`src/rtl/parking_gate_ctrl.sv`:
```
// Gate-lane controller: synchronizes entrance/exit presence sensors, runs one
// gate FSM per lane, and keeps a saturating lot occupancy count with flags.
module parking_gate_ctrl #(
  parameter int CAPACITY    = 3,
  parameter int CNT_W       = 2,
  parameter int HOLD_CYC    = 4,
  parameter int SYNC_STAGES = 2
) (
  input  logic             clk,
  input  logic             rst,
  input  logic             ent_sense,
  input  logic             ext_sense,
  output logic             ent_open,
  output logic             ext_open,
  output logic             ent_pulse,
  output logic             ext_pulse,
  output logic [CNT_W-1:0] occupancy,
  output logic             full,
  output logic             empty,
  output logic             err
);

  localparam int                HOLD_W    = (HOLD_CYC > 1) ? $clog2(HOLD_CYC) : 1;
  localparam logic [HOLD_W-1:0] HOLD_LOAD = HOLD_W'(HOLD_CYC - 1);
  localparam logic [CNT_W-1:0]  CAP       = CNT_W'(CAPACITY);

  typedef enum logic [1:0] {ENT_IDLE, ENT_OPEN, ENT_DENY, ENT_HOLD} ent_state_t;
  typedef enum logic [1:0] {EXT_IDLE, EXT_OPEN, EXT_HOLD} ext_state_t;

  logic [SYNC_STAGES-1:0] ent_sync;
  logic [SYNC_STAGES-1:0] ext_sync;
  logic                   s_ent;
  logic                   s_ext;
  ent_state_t             ent_state;
  ext_state_t             ext_state;
  logic [HOLD_W-1:0]      ent_cnt;
  logic [HOLD_W-1:0]      ext_cnt;
  logic                   ent_evt;
  logic                   ext_evt;

  always_ff @(posedge clk or negedge rst) begin
    if (!rst) begin
      ent_sync <= '0;
      ext_sync <= '0;
    end else begin
      ent_sync <= {ent_sync[SYNC_STAGES-2:0], ent_sense};
      ext_sync <= {ext_sync[SYNC_STAGES-2:0], ext_sense};
    end
  end

  assign s_ent = ent_sync[SYNC_STAGES-1];
  assign s_ext = ext_sync[SYNC_STAGES-1];

  // A car is counted on the edge its lane leaves OPEN; pulses and occupancy share this.
  assign ent_evt = (ent_state == ENT_OPEN) && !s_ent;
  assign ext_evt = (ext_state == EXT_OPEN) && !s_ext;

  always_ff @(posedge clk or negedge rst) begin
    if (!rst) begin
      ent_state <= ENT_IDLE;
      ent_cnt   <= '0;
      ent_open  <= 1'b0;
      ent_pulse <= 1'b0;
    end else begin
      ent_pulse <= 1'b0;
      case (ent_state)
        ENT_IDLE: begin
          if (s_ent) begin
            ent_state <= full ? ENT_DENY : ENT_OPEN;
            ent_open  <= !full;
          end
        end
        ENT_OPEN: begin
          if (!s_ent) begin
            ent_state <= ENT_HOLD;
            ent_cnt   <= HOLD_LOAD;
            ent_pulse <= 1'b1;
          end
        end
        ENT_DENY: begin
          if (!s_ent) ent_state <= ENT_IDLE;
        end
        ENT_HOLD: begin
          // full here already reflects the count from the car that just entered
          if (s_ent) begin
            ent_state <= full ? ENT_DENY : ENT_OPEN;
            ent_open  <= !full;
          end else if (ent_cnt == '0) begin
            ent_state <= ENT_IDLE;
            ent_open  <= 1'b0;
          end else begin
            ent_cnt <= ent_cnt - HOLD_W'(1);
          end
        end
        default: begin
          ent_state <= ENT_IDLE;
          ent_open  <= 1'b0;
        end
      endcase
    end
  end

  always_ff @(posedge clk or negedge rst) begin
    if (!rst) begin
      ext_state <= EXT_IDLE;
      ext_cnt   <= '0;
      ext_open  <= 1'b0;
      ext_pulse <= 1'b0;
    end else begin
      ext_pulse <= 1'b0;
      case (ext_state)
        EXT_IDLE: begin
          if (s_ext) begin
            ext_state <= EXT_OPEN;
            ext_open  <= 1'b1;
          end
        end
        EXT_OPEN: begin
          if (!s_ext) begin
            ext_state <= EXT_HOLD;
            ext_cnt   <= HOLD_LOAD;
            ext_pulse <= 1'b1;
          end
        end
        EXT_HOLD: begin
          if (s_ext) begin
            ext_state <= EXT_OPEN;
          end else if (ext_cnt == '0) begin
            ext_state <= EXT_IDLE;
            ext_open  <= 1'b0;
          end else begin
            ext_cnt <= ext_cnt - HOLD_W'(1);
          end
        end
        default: begin
          ext_state <= EXT_IDLE;
          ext_open  <= 1'b0;
        end
      endcase
    end
  end

  always_ff @(posedge clk or negedge rst) begin
    if (!rst) begin
      occupancy <= '0;
      err       <= 1'b0;
    end else begin
      case ({ent_evt, ext_evt})
        2'b10: if (occupancy != CAP) occupancy <= occupancy + CNT_W'(1);
        2'b01: begin
          if (occupancy == '0) err <= 1'b1;
          else occupancy <= occupancy - CNT_W'(1);
        end
        default: ;
      endcase
    end
  end

  assign full  = (occupancy == CAP);
  assign empty = (occupancy == '0);

endmodule

```
`config.mk`:
```
export PLATFORM = sky130hd
export DESIGN_NAME = parking_gate_ctrl
export DESIGN_NICKNAME = d
export VERILOG_FILES = /design/src/rtl/parking_gate_ctrl.sv
export SDC_FILE = /design/constraint.sdc
export NUM_CORES = 1
export LEC_CHECK = 0
export CORE_MARGIN = 5
export CORE_UTILIZATION = 30
export DETAILED_ROUTE_END_ITERATION = 8
export PLACE_DENSITY = 0.48
export SYNTH_ARGS = -nofsm -noshare
export SYNTH_HDL_FRONTEND = slang
export SYNTH_SLANG_ARGS = --single-unit
```
`constraint.sdc`:
```
create_clock -name clk -period 1.4 [get_ports clk]
set_input_delay 0.35 -clock clk [delete_from_list [all_inputs] [get_ports clk]]
set_output_delay 0.35 -clock clk [all_outputs]
set_load 0.02 [all_outputs]
```
# After elaboration in Yosys (flattened, before gate mapping)
# Index checks and enable logic that the tools add are counted.
# classes
shifts,0
add_sub_neg,4
div_mod_pow,0
mux,34
n_eq_ne,23
n_reduce_logical,22
n_mul,0
bitwise_logic,1
magnitude_cmp,0
# op_table
op,n
2-bit 2-to-1 mux,17
"2-bit inequality test, second input constant",13
4-bit AND reduction,4
2-bit one-hot mux with 2 select lines,3
"2-bit equality test, second input constant",5
2-bit zero test,5
1-bit 2-to-1 mux,10
3-bit AND reduction,3
2-bit one-hot mux with 4 select lines,1
2-bit nonzero test,4
"2-bit by 1-bit equality test with 1-bit output, second input constant",3
"3-bit inequality test, second input constant",2
2-bit one-hot mux with 3 select lines,1
"2-bit by 1-bit subtractor with 2-bit output, second input constant",3
1-bit zero test,3
1-bit one-hot mux with 3 select lines,1
"2-bit by 1-bit adder with 2-bit output, second input constant",1
1-bit logical AND,2
1-bit one-hot mux with 2 select lines,1
2-bit AND reduction,1
1-bit inverter,1
# totals
ram_bits,0
ff_bits,19
input_bits,4
memories,0
latchBits,0
out_inout_bits,9
elab_cells,96
romBits,0

# Depth between registers and ports, before layout
# Gate-level depths: netlist of the first run.
# depth
depth_word,5
depth_mapped,6
mapped_depth_nobuf,6

# Worst setup path after synthesis of the first run
# No wires, ideal clock.
# synth_path
path_type,register to register
from,register ext_state[1]
to,register occupancy[0]
path_buffers,1
slack_ns,0.054
setup_ns,0.137
synth_period_minus_slack_ns,1.346
t_arrival_ns,1.209
stages_incl_launch_ff,7
required_time_ns,1.263
cell_sequence,dfrtp_1 -> buf_2 -> or3b_4 -> clkinv_1 -> nor2_1 -> a211oi_2 -> a21oi_1
# synth_via
elab_chain_cells,5
word_cells_on_any_way,9
classes_between,eq/ne: 5; mux: 1; reduce/logical: 3
# synth_lines
element,line,rtl
from (decl),35,ext_state_t ext_state;
from (signal assigned),105,ext_state <= EXT_IDLE;
from (signal assigned),114,ext_state <= EXT_OPEN;
from (signal assigned),120,ext_state <= EXT_HOLD;
2-bit by 1-bit equality test with 1-bit output (*),56,assign ext_evt = (ext_state == EXT_OPEN) && !s_ext;
1-bit logical AND (*),56,
via ext_evt,39,logic ext_evt;
2-bit equality test / 2-bit by 1-bit equality test with 1-bit output (equally long branches),148,"case ({ent_evt, ext_evt})"
2-bit inequality test (no source line) / 2-bit nonzero test (equally long branches),-,
3-bit AND reduction (no source line),-,
to (signal assigned),149,2'b10: if (occupancy != CAP) occupancy <= occupancy + CNT_W'(1);
to (signal assigned),152,else occupancy <= occupancy - CNT_W'(1);
to (decl),17,"output logic [CNT_W-1:0] occupancy,"
# The timed path passes the listed nets; every way through them passes the cells marked *.
# A chain may end at the register's enable or synchronous reset.

# Final worst setup path of the first run
# layout_path
from,register occupancy[0]
to,output port empty
# layout_via
elab_chain_cells,1
# layout_lines
element,line,rtl
2-bit zero test,160,assign empty = (occupancy == '0);
to (decl),19,"output logic empty,"
# Every way passes these cells.

==> summary.md, run 1 <==
| Metric | Value |
|---|---|
| Largest incremental delay on the critical path | 410 ps |
| Post-DP Area | 1090 um2 |
| Unique masters post-synth | 27 |
| Total power density per cell area | 1750 nW/um2 |
| Chip width | 63.4 um |
| Clock network power share | 13.9% |
| Filler cells | 268 |
| Deepest clock path buffer count | 2 |
| Residual DRC count | 0 |
| Ports | 13 |
| Max Transition Viols Final | 0 |
| Syn nets | 92 |
| Max Fanout on Critical Path | 3 |
| Vias in the first global route | 637 |
| Crit path required time | 1050 ps |
| DRT antenna net count | 0 |
| Hold WC Path Type | flop to flop |
| Area of the multi-input gates | 353 um2 |
| Top-count cell post-synth | dfrtp_1 |
| Sw power | 733 uW |
| Main flop type after synthesis | dfrtp_1 |
| Hold Slack | 363 ps |
| Part of the power in registers | 38.9% |
| Status | complete, but fails checks |
| Final Hold Fails | 0 |
| CTS tree | done |
| Startpoint Class | flop |
| MaxCap Viol Count | 0 |
| Total leakage power | 0.000562 uW |
| Port Buf Inserts | 12 |
| Iter 0 DRT Violations | 15 |
| Worst setup margin | -6.71 ps |
| Achievable frequency | 0.711 GHz |
| CP cell instances | buf_6 > nor2_4 > buf_6 |
| Mapped Avg Cell Area | 9.94 um2 |
| Avg WL per Cell | 10.4 um |
| Int Power | 1280 uW |
| Slowest cell on crit path | dfrtp_1 |
| CP Capture Type | output port |
| Area Growth Syn to Fin | 35.0% |
| Number of diodes | 0 |
| CP dominant cell by count | buf_6 |
| Synth Register Bits | 19 |
| Peak supply drop | 1.08 mV |
| Most instantiated cells after synthesis | dfrtp_1 (19), nand2_1 (12), nor2_1 (8), o21ai_0 (8) |
| TritonCTS Buffers | 3 |
| Row count | 19 |
| Arrival time at the worst endpoint | 1060 ps |
| Vias | 665 |
| Failing checks | negative setup slack |
| Clock Skews | 2.31 ps |
| Slew HR | 83.8% |
| Ys Warns | 0 |
| Worst-margin pin slew | 241 ps |
| Register area | 475 um2 |
| Chip height | 63.4 um |
| Largest net degree at the start of global routing | 20 |
| Synth area leaders | dfrtp_1 (56%), nand2_1 (5.3%), o21ai_0 (4.7%) |
| Sw frac | 36.4% |
| Hpwl dp | 1090 um |
| RSZ-0062 raised after global routing | yes |
| Drt pass-1 iters | 4 |
| Reg clk slew, reported paths | 110 ps |
| H-tree levels | 1 |
| Clk sink count | 19 |
| Async set-reset flop share out of synthesis | 100% |
| Comb pwr share | 47.3% |
| Full die area | 4020 um2 |
| Crit Path Category | flop to output port |
| Crit share post-route | 100% |
| DP Worst Slack | -154 ps |
| Nets | 122 |
| Number of synthesized flops with an enable pin | 0 |
| Root buf cell | clkbuf_4 |
| Share of cells above drive strength 1 | 27.8% |
| Worst-Skew Late Latency | 300 ps |
| Overall routing resource usage | 8.70% |
| Vias per Instance | 4.55 |
| Gate Count Post-Synth | 86 |
| RD Place Congestion | 0.666 |
| Total power draw | 2010 uW |
| Mapped Area | 855 um2 |
| Global-route wire length before repair | 2740 um |
| Tmin final | 1410 ps |
| Seq/Total Area, Yosys | 55.6% |
| Core Footprint | 2730 um2 |
| Final instance area | 1150 um2 |
| Total wire length | 1520 um |
| Initial Util | 31.3% |
| Final setup violation count | 2 |
| Initial antenna violation count | 0 |
| Share of the synthesized area in the top cell type | 55.6% |
| Final core utilization | 42.2% |
| Area leader, netlist | dfrtp_1 |
| Remaining global-route overflow | 0 |
==> power groups by stage <==
stage	combinational [uW]	clock (uW)	sequential, uW
after floorplan	419	0	872
after global placement	874	0	796
after detailed placement	881	0	799
after CTS	937	299	784
after global routing	1050	312	803
final	952	279	783
==> area by class of cell <==
type | count | area share (%)
Inverter | 9 | 3.04
Multi-Input combinational cell | 56 | 30.6
Clock buffer | 4 | 2.28
Tap cell | 31 | 3.36
Timing Repair Buffer | 27 | 19.5
Sequential cell | 19 | 41.2
==> metal layers <==
layer / share of wire (%) / track usage (%) / up-vias
met1: 50 / 11.0 / 304
li1: - / - / 345
met3: 3.4 / 1.78 / 4
met4: 2.4 / 7.01 / 0
met2: 44 / 12.7 / 12
met5: 0 / 0 / -
==> kinds of logic after synthesis <==
group	Yosys count	share of synthesized area, %
AND/OR/NAND/NOR	28	15.8
AO/OA/AOI/OAI	23	16.8
flip-flops	19	55.6
buffers and inverters	11	5.27
multiplexers	2	2.49
adder cells (fa/ha/maj)	2	2.93
XOR/XNOR	1	1.03
==> state kept, by name, summed over array words and instances, names as in the netlist <==
name,count
ent_state,2
occupancy,2
ent_sync,2
ext_pulse,1
ent_cnt,2
ext_open,1
ext_state,2
ent_pulse,1
ent_open,1
ext_cnt,2
ext_sync,2
err,1
==> per-stage QoR <==
step	TNS [ps]	std cells
2_1_floorplan	0	86
3_3_place_gp	-322	139
3_5_place_dp	-352	139
4_1_cts	-51.4	145
5_1_grt	-142	146
6_report	-7.16	146
==> layout by cell type, fill, tap and decap left out, types with 2 or more instances in the layout <==
| cell type | synthesis | layout |
|---|---|---|
| dfrtp_1 | 19 | 19 |
| buf_2 | 2 | 2 |
| clkdlybuf4s15_1 | 0 | 2 |
| o21ai_0 | 8 | 8 |
| or3b_4 | 2 | 2 |
| nor2_1 | 8 | 7 |
| dlygate4sd2_1 | 0 | 3 |
| nand2_1 | 12 | 11 |
| clkdlybuf4s50_1 | 0 | 3 |
| buf_6 | 0 | 3 |
| clkbuf_4 | 0 | 3 |
| buf_4 | 0 | 14 |
| ha_1 | 2 | 2 |
| nor2b_1 | 2 | 2 |
| inv_1 | 7 | 6 |
| a21oi_1 | 7 | 6 |
==> final timing paths <==
check                      depth (start not counted)  slack (ps)                  endpoint                      from
max                                                3          -7                     empty  occupancy[0]$_DFFE_PN0P_
min                                                0         360     ent_sync[1]$_DFF_PN0_     ent_sync[0]$_DFF_PN0_
max reg2reg                                        5          90  occupancy[0]$_DFFE_PN0P_  ent_state[0]$_DFFE_PN0P_
min reg2reg                                        0         360     ent_sync[1]$_DFF_PN0_     ent_sync[0]$_DFF_PN0_
max in group asynchronous                          2         830    ent_cnt[0]$_DFFE_PN0P_                       rst
min in group asynchronous                          2         370           err$_DFFE_PN0P_                       rst
==> what timing repair did <==
action,in CTS,in global routing
resized for setup,31,3
hold buffers,0,0
endpoints found under the setup margin,9,5
endpoints found under the hold margin,0,0
pin swaps,1,0
buffers inserted,2,1
==> critical path: cells and delay by family (launching register included) <==
kind	cells	cell delay (ps)
DFF	1	410
buffers and inverters	2	260
and+or+nand+nor	1	90
Note: power is estimated with default switching activity, not from simulation.
==> run 2, diff against run 1 <==
CORE_UTILIZATION = 46   (was 30)
PLACE_DENSITY = 0.69   (was 0.48)
==> run 2 against run 1 <==
Against the previous run:
- the run now ends clean
- power decreased by 2.8%
- final area decreased by 3.4%
- clock skew decreased by 0.72 ps
- critical endpoint is now occupancy[0]
- largest power group unchanged
==> summary.md, run 2 (synthesis gave the netlist of run 1 again) <==
| Metric | Value |
|---|---|
| Status | finished clean (was complete, but fails checks) |
| DRT antenna net count | 0 (unchanged) |
| Hpwl dp | 1150 um (was 1090 um) |
| CP cell instances | buf_4 > buf_4 (was buf_6 > nor2_4 > buf_6) |
| Critical path's top delay family | flip-flops (unchanged) |
| Deepest clock path buffer count | 2 (unchanged) |
| Vias | 682 (was 665) |
| Slew HR | 83.6% (was 83.8%) |
| Final Hold Fails | 0 (unchanged) |
| DP Worst Slack | -86.2 ps (was -154 ps) |
| Residual DRC count | 0 (unchanged) |
| Row count | 15 (was 19) |
| Crit path required time | 1050 ps (about the same) |
| Post-Layout Cell Count | 138 (was 146) |
| Most common cell after layout, fill and taps aside | dfrtp_1 (unchanged) |
| RD Place Congestion | 0.701 (was 0.666) |
| Worst-margin pin slew | 244 ps (was 241 ps) |
| Clk sink count | 19 (unchanged) |
| Register area | 477 um2 (was 475 um2) |
| Avg WL per Cell | 11.3 um (was 10.4 um) |
| Initial Util | 49.0% (was 31.3%) |
| Chip height | 53.1 um (was 63.4 um) |
| Highest-count cells in the layout ignoring fill and taps | dfrtp_1 (18), buf_4 (15), nand2_1 (11), o21ai_0 (8) (was dfrtp_1 (19), buf_4 (14), nand2_1 (11), o21ai_0 (8), nor2_1 (7)) |
| Clock Skews | 1.59 ps (was 2.31 ps) |
| CP Capture Type | output port (unchanged) |
| H-tree levels | 1 (unchanged) |
| Final setup violation count | 0 (was 2) |
| Total wire length | 1570 um (was 1520 um) |
| CP startpoint | occupancy[0]$_DFFE_PN0P_ (unchanged) |
| Full die area | 2820 um2 (was 4020 um2) |
| Max Transition Viols Final | 0 (unchanged) |
| Filler cells | 154 (was 268) |
| CTS tree | done (unchanged) |
| CP dominant cell by count | buf_4 (was buf_6) |
| Ports | 13 (unchanged) |
| Overall routing resource usage | 13.7% (was 8.70%) |
| WP buf/inv | 2 (unchanged) |
| Core Footprint | 1750 um2 (was 2730 um2) |
| Area of the multi-input gates | 339 um2 (was 353 um2) |
| Tmin final | 1390 ps (was 1410 ps) |
| Share of cells above drive strength 1 | 26.5% (was 27.8%) |
| Iter 0 DRT Violations | 9 (was 15) |
| MaxCap Viol Count | 0 (unchanged) |
| TritonCTS Buffers | 3 (unchanged) |
| Crit Path Category | flop to output port (unchanged) |
| Worst-Skew Late Latency | 290 ps (was 300 ps) |
| Root buf cell | clkbuf_4 (unchanged) |
| Drt pass-1 iters | 4 (unchanged) |
| Reg2reg start | ext_sync[1]$_DFF_PN0_ (was ent_state[0]$_DFFE_PN0P_) |
| Achievable frequency | 0.722 GHz (was 0.711 GHz) |
| Vias per Instance | 4.94 (was 4.55) |
| Port Buf Inserts | 12 (unchanged) |
| Total leakage power | 0.000552 uW (was 0.000562 uW) |
| Arrival time at the worst endpoint | 1040 ps (was 1060 ps) |
| Worst setup margin | 14.1 ps (was -6.71 ps) |
| Hold WC Path Type | flop to flop (unchanged) |
| Hold Startpoint | ext_sync[0]$_DFF_PN0_ (was ent_sync[0]$_DFF_PN0_) |
| Chip width | 53.1 um (was 63.4 um) |
| Nets | 120 (was 122) |
| Total power draw | 1960 uW (was 2010 uW) |
| Remaining global-route overflow | 0 (unchanged) |
| Initial antenna violation count | 0 (unchanged) |
| Global-route wire length before repair | 2750 um (was 2740 um) |
| Cells after DPL | 131 (was 139) |
| Largest net degree at the start of global routing | 20 (unchanged) |
| Peak supply drop | 1.33 mV (was 1.08 mV) |
| Reg clk slew, reported paths | 100 ps (was 110 ps) |
| Vias in the first global route | 730 (was 637) |
| RSZ-0062 raised after global routing | yes (unchanged) |
| Number of diodes | 0 (unchanged) |
| Largest incremental delay on the critical path | 430 ps (was 410 ps) |
| Max Fanout on Critical Path | 4 (was 3) |
| Startpoint Class | flop (unchanged) |
| Total power density per cell area | 1760 nW/um2 (was 1750 nW/um2) |
| Slowest cell on crit path | dfrtp_1 (unchanged) |
| Crit share post-route | 99.0% (was 100%) |
| Area Growth Syn to Fin | 30.5% (was 35.0%) |
-- run 2: final timing paths --
kind / depth (start not counted) / slack, ps / to
min in group asynchronous: 2 / 380 / ext_cnt[0]$_DFFE_PN0P_
setup reg to reg: 5 / 40 / occupancy[0]$_DFFE_PN0P_
hold / removal: 0 / 360 / ext_sync[1]$_DFF_PN0_
max in group asynchronous: 2 / 800 / ent_state[0]$_DFFE_PN0P_
setup / recovery: 2 / 10 / occupancy[0]
hold reg to reg: 0 / 360 / ext_sync[1]$_DFF_PN0_
-- run 2: cell type report --
type / count / area share, %
clock buffer: 4 / 2.36
inverter: 9 / 3.14
multi-input combinational: 56 / 30.4
sequential: 19 / 42.8
tap: 25 / 2.81
timing repair buffer: 25 / 18.5
-- run 2: power breakdown --
| group | switching [uW] | total (uW) | internal [uW] |
|---|---|---|---|
| Clock | 159 | 270 | 111 |
| Sequential | 95.3 | 786 | 691 |
| Combinational | 458 | 901 | 444 |
| Total | 712 | 1960 | 1250 |
-- run 2: layer usage --
layer  global-route usage (%)  share of wire, %  wire length [um]
met2                     22.3                46               714
met4                     11.1               2.9                45
met3                     3.94               3.7                58
met1                     14.6                48               748
met5                        0                 0                 0
-- run 2: what timing repair did --
action / in CTS / in global routing
pin swaps: 0 / 1
hold buffers: 0 / 0
resized for setup: 20 / 11
endpoints found under the setup margin: 10 / 8
setup buffers: 0 / 3
-- run 2: metrics by stage --
| stage | util, % | TNS (ps) | hold slack [ps] | cell area (um2) |
|---|---|---|---|---|
| after global routing | 63.9 | -117 | 376 | 1110 |
| after global placement | 61.4 | -141 | 332 | 1070 |
| final | 63.9 | 0 | 361 | 1110 |
| after floorplan | - | 0 | 54.4 | 855 |
| after CTS | 61.7 | 0 | 363 | 1080 |
| after detailed placement | 61.4 | -178 | 339 | 1070 |
-- run 2: worst register-to-register path, cell delays in order, from the launching register on --
cell	delay [ps]
dfrtp_1	400
or3b_4	420
clkinv_1	80
nor2_1	60
a211oi_2	210
a21oi_1	80
